**config.mk**
```make
export PLATFORM = sky130hd
export DESIGN_NAME = micro_sequencer
export DESIGN_NICKNAME = d
export VERILOG_FILES = /design/src/rtl/micro_seq_pkg.sv /design/src/rtl/micro_seq_stack.sv /design/src/rtl/micro_sequencer.sv
export SDC_FILE = /design/constraint.sdc
export NUM_CORES = 1
export LEC_CHECK = 0
export CORE_MARGIN = 5
export CORE_UTILIZATION = 30
export DETAILED_ROUTE_END_ITERATION = 16
export DONT_BUFFER_PORTS = 1
export SETUP_SLACK_MARGIN = 0.2
export SLEW_MARGIN = 10
export SYNTH_ARGS = -nofsm -noshare
export SYNTH_HDL_FRONTEND = slang
export SYNTH_SLANG_ARGS = --single-unit
export TNS_END_PERCENT = 20
```
**constraint.sdc**
```tcl
create_clock -name clk -period 4.7 [get_ports clk]
set_clock_uncertainty 0.05 [all_clocks]
set_input_delay 0.47 -clock clk [delete_from_list [all_inputs] [get_ports clk]]
set_output_delay 0.47 -clock clk [all_outputs]
set_load 0.05 [all_outputs]
```
**src/rtl/micro_seq_pkg.sv**
```systemverilog
// Shared types and defaults for the micro-sequencer slice.
//   seq_op_t    : sequencing operation carried in each control word
//   run_state_t : run/halt state of the sequencer control FSM
//   CA_W_DEFAULT: default control-memory address width
package micro_seq_pkg;

    localparam int CA_W_DEFAULT = 12;

    typedef enum logic [2:0] {
        OP_NEXT     = 3'd0,
        OP_JUMP     = 3'd1,
        OP_BRANCH   = 3'd2,
        OP_CALL     = 3'd3,
        OP_RETURN   = 3'd4,
        OP_DISPATCH = 3'd5,
        OP_HALT     = 3'd6
    } seq_op_t;

    typedef enum logic {
        ST_RUN  = 1'b0,
        ST_HALT = 1'b1
    } run_state_t;

endpackage

```
**src/rtl/micro_seq_stack.sv**
```systemverilog
// LIFO return-address stack for the micro-sequencer.
//   clk, rst   : clock, synchronous active-low reset (empties the stack)
//   push, pop  : requests; push is ignored when full, pop when empty
//   push_data  : return address to store
//   top_data   : most recently pushed entry (valid when not empty)
//   full/empty : occupancy status
module micro_seq_stack
    import micro_seq_pkg::*;
#(
    parameter int DEPTH = 4,
    parameter int W     = CA_W_DEFAULT
) (
    input  logic         clk,
    input  logic         rst,
    input  logic         push,
    input  logic         pop,
    input  logic [W-1:0] push_data,
    output logic [W-1:0] top_data,
    output logic         full,
    output logic         empty
);

    // sp counts 0..DEPTH, so it needs one more code than the entry count.
    localparam int SP_W = $clog2(DEPTH + 1);

    logic [SP_W-1:0] sp;
    logic [W-1:0]    entries [DEPTH];
    logic            do_push;
    logic            do_pop;

    assign full    = (sp == SP_W'(DEPTH));
    assign empty   = (sp == '0);
    assign do_push = push & ~full;
    assign do_pop  = pop & ~empty;

    always_ff @(posedge clk) begin
        if (!rst) begin
            sp <= '0;
        end else if (do_push) begin
            sp <= sp + SP_W'(1);
        end else if (do_pop) begin
            sp <= sp - SP_W'(1);
        end
    end

    // Entries need no reset: sp alone defines which ones are valid.
    always_ff @(posedge clk) begin
        for (int i = 0; i < DEPTH; i++) begin
            if (rst && do_push && (sp == SP_W'(i))) begin
                entries[i] <= push_data;
            end
        end
    end

    // Compare-based read keeps the index width independent of DEPTH.
    always_comb begin
        top_data = '0;
        for (int i = 0; i < DEPTH; i++) begin
            if (sp == SP_W'(i + 1)) begin
                top_data = entries[i];
            end
        end
    end

endmodule

```
**src/rtl/micro_sequencer.sv**
```systemverilog
// Microprogram sequencer: holds the micro-PC, drives the control-memory
// address, and resolves next-address selection (next, jump, conditional
// branch, call/return via a return stack, opcode dispatch, halt). Words
// that need an unavailable FIFO are held without any side effect.
//
// State table (run/halt FSM)
//   state   | meaning
//   ST_RUN  | executing one control word per cycle unless stalled
//   ST_HALT | frozen at halting word; strobes off; left only by reset
//
// Ports
//   clk, rst          : clock, synchronous active-low reset
//   seq_op            : sequencing op (seq_op_t) of current word
//   seq_target        : jump/branch/call target
//   cond_sel/cond_pol : condition index and polarity for BRANCH
//   cond              : datapath status flags
//   dispatch_addr     : opcode-mapped entry address
//   io_rd/io_wr       : current word consumes/produces a FIFO byte
//   if_empty/of_full  : FIFO status
//   cm_addr           : control-memory address (micro-PC)
//   if_re/of_we       : FIFO strobes, one per executed word
//   stall             : current word held this cycle
//   led_hlt           : halted (sticky)
//   stack_ovf/unf     : CALL on full / RETURN on empty stack (sticky)
module micro_sequencer
    import micro_seq_pkg::*;
#(
    parameter int              CA_W        = CA_W_DEFAULT,
    parameter logic [CA_W-1:0] ENTRY_POINT = CA_W'(12'h101),
    parameter int              STACK_DEPTH = 4,
    parameter int              COND_N      = 8,
    parameter int              CS_W        = (COND_N > 1) ? $clog2(COND_N) : 1
) (
    input  logic            clk,
    input  logic            rst,
    input  logic [2:0]      seq_op,
    input  logic [CA_W-1:0] seq_target,
    input  logic [CS_W-1:0] cond_sel,
    input  logic            cond_pol,
    input  logic [COND_N-1:0] cond,
    input  logic [CA_W-1:0] dispatch_addr,
    input  logic            io_rd,
    input  logic            io_wr,
    input  logic            if_empty,
    input  logic            of_full,
    output logic [CA_W-1:0] cm_addr,
    output logic            if_re,
    output logic            of_we,
    output logic            stall,
    output logic            led_hlt,
    output logic            stack_ovf,
    output logic            stack_unf
);

    run_state_t      state;
    run_state_t      state_nxt;
    seq_op_t         op;
    logic [CA_W-1:0] upc;
    logic [CA_W-1:0] upc_inc;
    logic [CA_W-1:0] upc_nxt;
    logic            exec;
    logic            cond_bit;
    logic            push;
    logic            pop;
    logic            halt_evt;
    logic            ovf_evt;
    logic            unf_evt;
    logic [CA_W-1:0] stk_top;
    logic            stk_full;
    logic            stk_empty;

    assign op      = seq_op_t'(seq_op);
    assign upc_inc = upc + CA_W'(1);
    assign cm_addr = upc;

    micro_seq_stack #(
        .DEPTH (STACK_DEPTH),
        .W     (CA_W)
    ) u_stack (
        .clk       (clk),
        .rst       (rst),
        .push      (push),
        .pop       (pop),
        .push_data (upc_inc),
        .top_data  (stk_top),
        .full      (stk_full),
        .empty     (stk_empty)
    );

    // Out-of-range selects fall through to condition 0.
    always_comb begin
        cond_bit = cond[0];
        for (int i = 1; i < COND_N; i++) begin
            if (cond_sel == CS_W'(i)) begin
                cond_bit = cond[i];
            end
        end
    end

    // FSM: state register
    always_ff @(posedge clk) begin
        if (!rst) begin
            state <= ST_RUN;
        end else begin
            state <= state_nxt;
        end
    end

    // FSM: next state
    always_comb begin
        state_nxt = state;
        if ((state == ST_RUN) && halt_evt) begin
            state_nxt = ST_HALT;
        end
    end

    // FSM: outputs. Reset masks stall and strobes so nothing leaks out
    // of a word that is being discarded.
    always_comb begin
        led_hlt = (state == ST_HALT);
        stall   = rst & ((io_rd & if_empty) | (io_wr & of_full));
        exec    = rst & ~stall & ~led_hlt;
        if_re   = io_rd & exec;
        of_we   = io_wr & exec;
    end

    // Next-address selection. Halting ops leave upc on the halting word.
    always_comb begin
        upc_nxt  = upc;
        push     = 1'b0;
        pop      = 1'b0;
        halt_evt = 1'b0;
        ovf_evt  = 1'b0;
        unf_evt  = 1'b0;
        if (exec) begin
            case (op)
                OP_JUMP:     upc_nxt = seq_target;
                OP_BRANCH:   upc_nxt = (cond_bit == cond_pol) ? seq_target : upc_inc;
                OP_CALL: begin
                    if (stk_full) begin
                        ovf_evt  = 1'b1;
                        halt_evt = 1'b1;
                    end else begin
                        push    = 1'b1;
                        upc_nxt = seq_target;
                    end
                end
                OP_RETURN: begin
                    if (stk_empty) begin
                        unf_evt  = 1'b1;
                        halt_evt = 1'b1;
                    end else begin
                        pop     = 1'b1;
                        upc_nxt = stk_top;
                    end
                end
                OP_DISPATCH: upc_nxt = dispatch_addr;
                OP_HALT:     halt_evt = 1'b1;
                default:     upc_nxt = upc_inc;
            endcase
        end
    end

    always_ff @(posedge clk) begin
        if (!rst) begin
            upc <= ENTRY_POINT;
        end else begin
            upc <= upc_nxt;
        end
    end

    always_ff @(posedge clk) begin
        if (!rst) begin
            stack_ovf <= 1'b0;
            stack_unf <= 1'b0;
        end else begin
            if (ovf_evt) stack_ovf <= 1'b1;
            if (unf_evt) stack_unf <= 1'b1;
        end
    end

endmodule

```
==> qor.yml <==
hpwl_um: 7390
clockBufferDepth: 2
via_per_inst: 5.53
setup_viol: 0
clock_sinks: 66
die_h_um: 121
hold_class: "in -> reg"
drive_gt1_share_pct: 6.15
core_area_um2: 12100
worst_pin_slew_ps: 1070
seq_area_frac_synth_pct: 48.5
drv_cap: 0
powerDensity_nw_per_um2: 371
finalSetupTns_ps: 0
grt_setup_unrepaired: "false"
cts_max_level: 3
cp-end-kind: "flip-flop"
synth_edf_count: 48
grt.total_usage_pct: 14.0
crit_family: "simple AND/OR/NAND/NOR gates"
path_cells: "inv_1 > ha_1 > nor2b_1 > a22oi_1 > o21ai_0 > a221oi_1 > nand3_1 > a211oi_1 > nor4b_1"
synth.top_cell.area_share_pct: 38.8
pin_count: 63
place_congestion: 0.844
synthFlopType: "edfxtp_1"
drt_iter0_markers: 257
final_common_cell: "edfxtp_1"
syn_area_um2: 3710
final_nets: 421
synthCells: 380
synth_area_leader_cell: "edfxtp_1"
grt_pass1_wl_um: 16200
first_pass_iters: 5
max_slew_margin_pct: 28.5
die_area_um2: 14700
worst_setup_hold_path_clk_slew_ps: 50
mostFrequentLayoutCells: "edfxtp_1 (48), o21ai_0 (38), a21oi_1 (38)"
synth.avg_cell_area_um2: 9.77
vias: 2997
wl_um: 10100
die_w_um: 121
slew_viol_final: 0
synth.area.top_cells: "edfxtp_1 (39%), dfxtp_1 (9.7%), a21oi_1 (5.1%)"
synth_cell_types: 49
postCtsSetupBuffers: 0
cts.hold.buffers_added: 0
grt_pass1_vias: 2961
period_share_pct: 60.8
synth-warning-count: 0
diodes: 0
max_freq_mhz: 350
crit_fanout: 15
peakVddDrop_mv: 0.209
status: "finished, final reports clean"
grt_max_degree: 25
crit_buf_inv: 1
hold_viol_final: 0
grt_antenna_before_repair: 0
worstPathArrival_ps: 3030
min_period_ps: 2860
routedWlPerCell_um: 18.6
route.detailed.drc: 0
start_util_pct: 30.8
crit_type: "reg -> reg"
cts_tree: "done"
ant_nets: 0
cp_slowest_cell: "nor2b_1"
synthesis.nets: 432
max_stage_delay_ps: 770
cts_resized: 0
clkLatencyLatePin_ps: 330
cts_buffers: 9
grt_overflow: 0
p_leak_nw: 1.38
area_growth_pct: 11.0
port_buffers: 0
cts_root_buffer: "clkbuf_16"
row_count: 40
worstPathRequired_ps: 4870
hold_ws_ps: 177
synthArstFlopShare_pct: 0
ys_ff_latch: 66
crit_path_start_kind: "flip-flop"
layer usage:
metal	GRT usage [%]	share of wire, %
met5	0	0
met4	4.76	1.3
met3	4.10	8.1
met2	22.8	48
met1	17.9	42
power by group:
part | switching (mW) | total [mW] | internal, mW
clock network | 0.243 | 0.652 | 0.408
logic | 0.102 | 0.160 | 0.0577
registers | 0.0654 | 0.717 | 0.652
worst paths after layout:
check | startpoint | end | slack, ps | cells after the start
max | u_stack.sp[0]$_SDFFE_PN0P_ | cm_addr[11]$_SDFFE_PN0P_ | 1840 | 9
min | rst | cm_addr[0]$_SDFFE_PN1P_ | 180 | 1
max reg2reg | u_stack.sp[0]$_SDFFE_PN0P_ | cm_addr[11]$_SDFFE_PN0P_ | 1840 | 9
min reg2reg | u_stack.sp[0]$_SDFFE_PN0P_ | u_stack.sp[0]$_SDFFE_PN0P_ | 540 | 2
cells in the mapped netlist (2+ instances only):
cell type  number
dfxtp_1        18
a22oi_1        11
o21a_1          7
nor2_1         16
and2_1          4
o31ai_1         3
buf_2           5
nor4b_1         2
nand3_1        20
clkbuf_1       15
o211ai_1        3
mux2i_1         5
a211o_1         3
nor3b_1         2
inv_1           9
a32oi_1         7
nand3b_1        2
a221oi_1        4
buf_6           3
nor3_1          2
o211a_1         4
xnor2_1         9
nor2b_1         8
a211oi_1        3
ha_1            7
and3_1          9
a221o_1         4
edfxtp_1       48
a21boi_0        5
o22ai_1         6
nand2_1        26
a22o_1          2
nand2b_1       13
o21ai_0        38
or3_1           2
a21o_1          3
a31oi_1         3
a21oi_1        38
cell type report:
| type | instances | area [um2] |
|---|---|---|
| Clock inverter | 5 | 55.1 |
| Tap cell | 168 | 210 |
| Sequential cell | 66 | 1800 |
| Clock buffer | 11 | 233 |
| Multi-Input combinational cell | 281 | 1770 |
| Fill cell | 1209 | 7940 |
| Timing Repair Buffer | 2 | 15.0 |
| Inverter | 9 | 33.8 |
state kept, by name, indices dropped and copies added (netlist names):
name and cells:
stack_ovf 1, led_hlt 1, stack_unf 1, u_stack.entries 48, u_stack.sp 3, cm_addr 12
kinds of logic after synthesis:
kind of cell,Yosys count,share of synthesized area [%]
AO/OA/AOI/OAI,148,25.6
AND/OR/NAND/NOR,111,15.6
adder cells (fa/ha/maj),7,2.36
buffers and inverters,33,4.11
multiplexers,5,1.35
flip-flops,66,48.5
XOR/XNOR,10,2.36
worst reg2reg max path, stage by stage, from the launching register on:
cell,delay (ps)
dfxtp_1,380
inv_1,110
ha_1,420
nor2b_1,770
a22oi_1,150
o21ai_0,220
a221oi_1,130
nand3_1,110
a211oi_1,80
nor4b_1,310
through the flow:
step                power (mW)  area (um2)  instances  utilization, %  setup WS (ps)
finish                    1.53        4120        542            34.2           1840
global route              1.59        4120        542            34.2           1590
CTS                       1.54        4120        542            34.2           1860
detailed placement       0.886        3830        526            31.8           1920
global placement         0.883        3830        526            31.8           1920
floorplan                0.855        3710        380               -           2070
(Power assumes the default switching activity.)
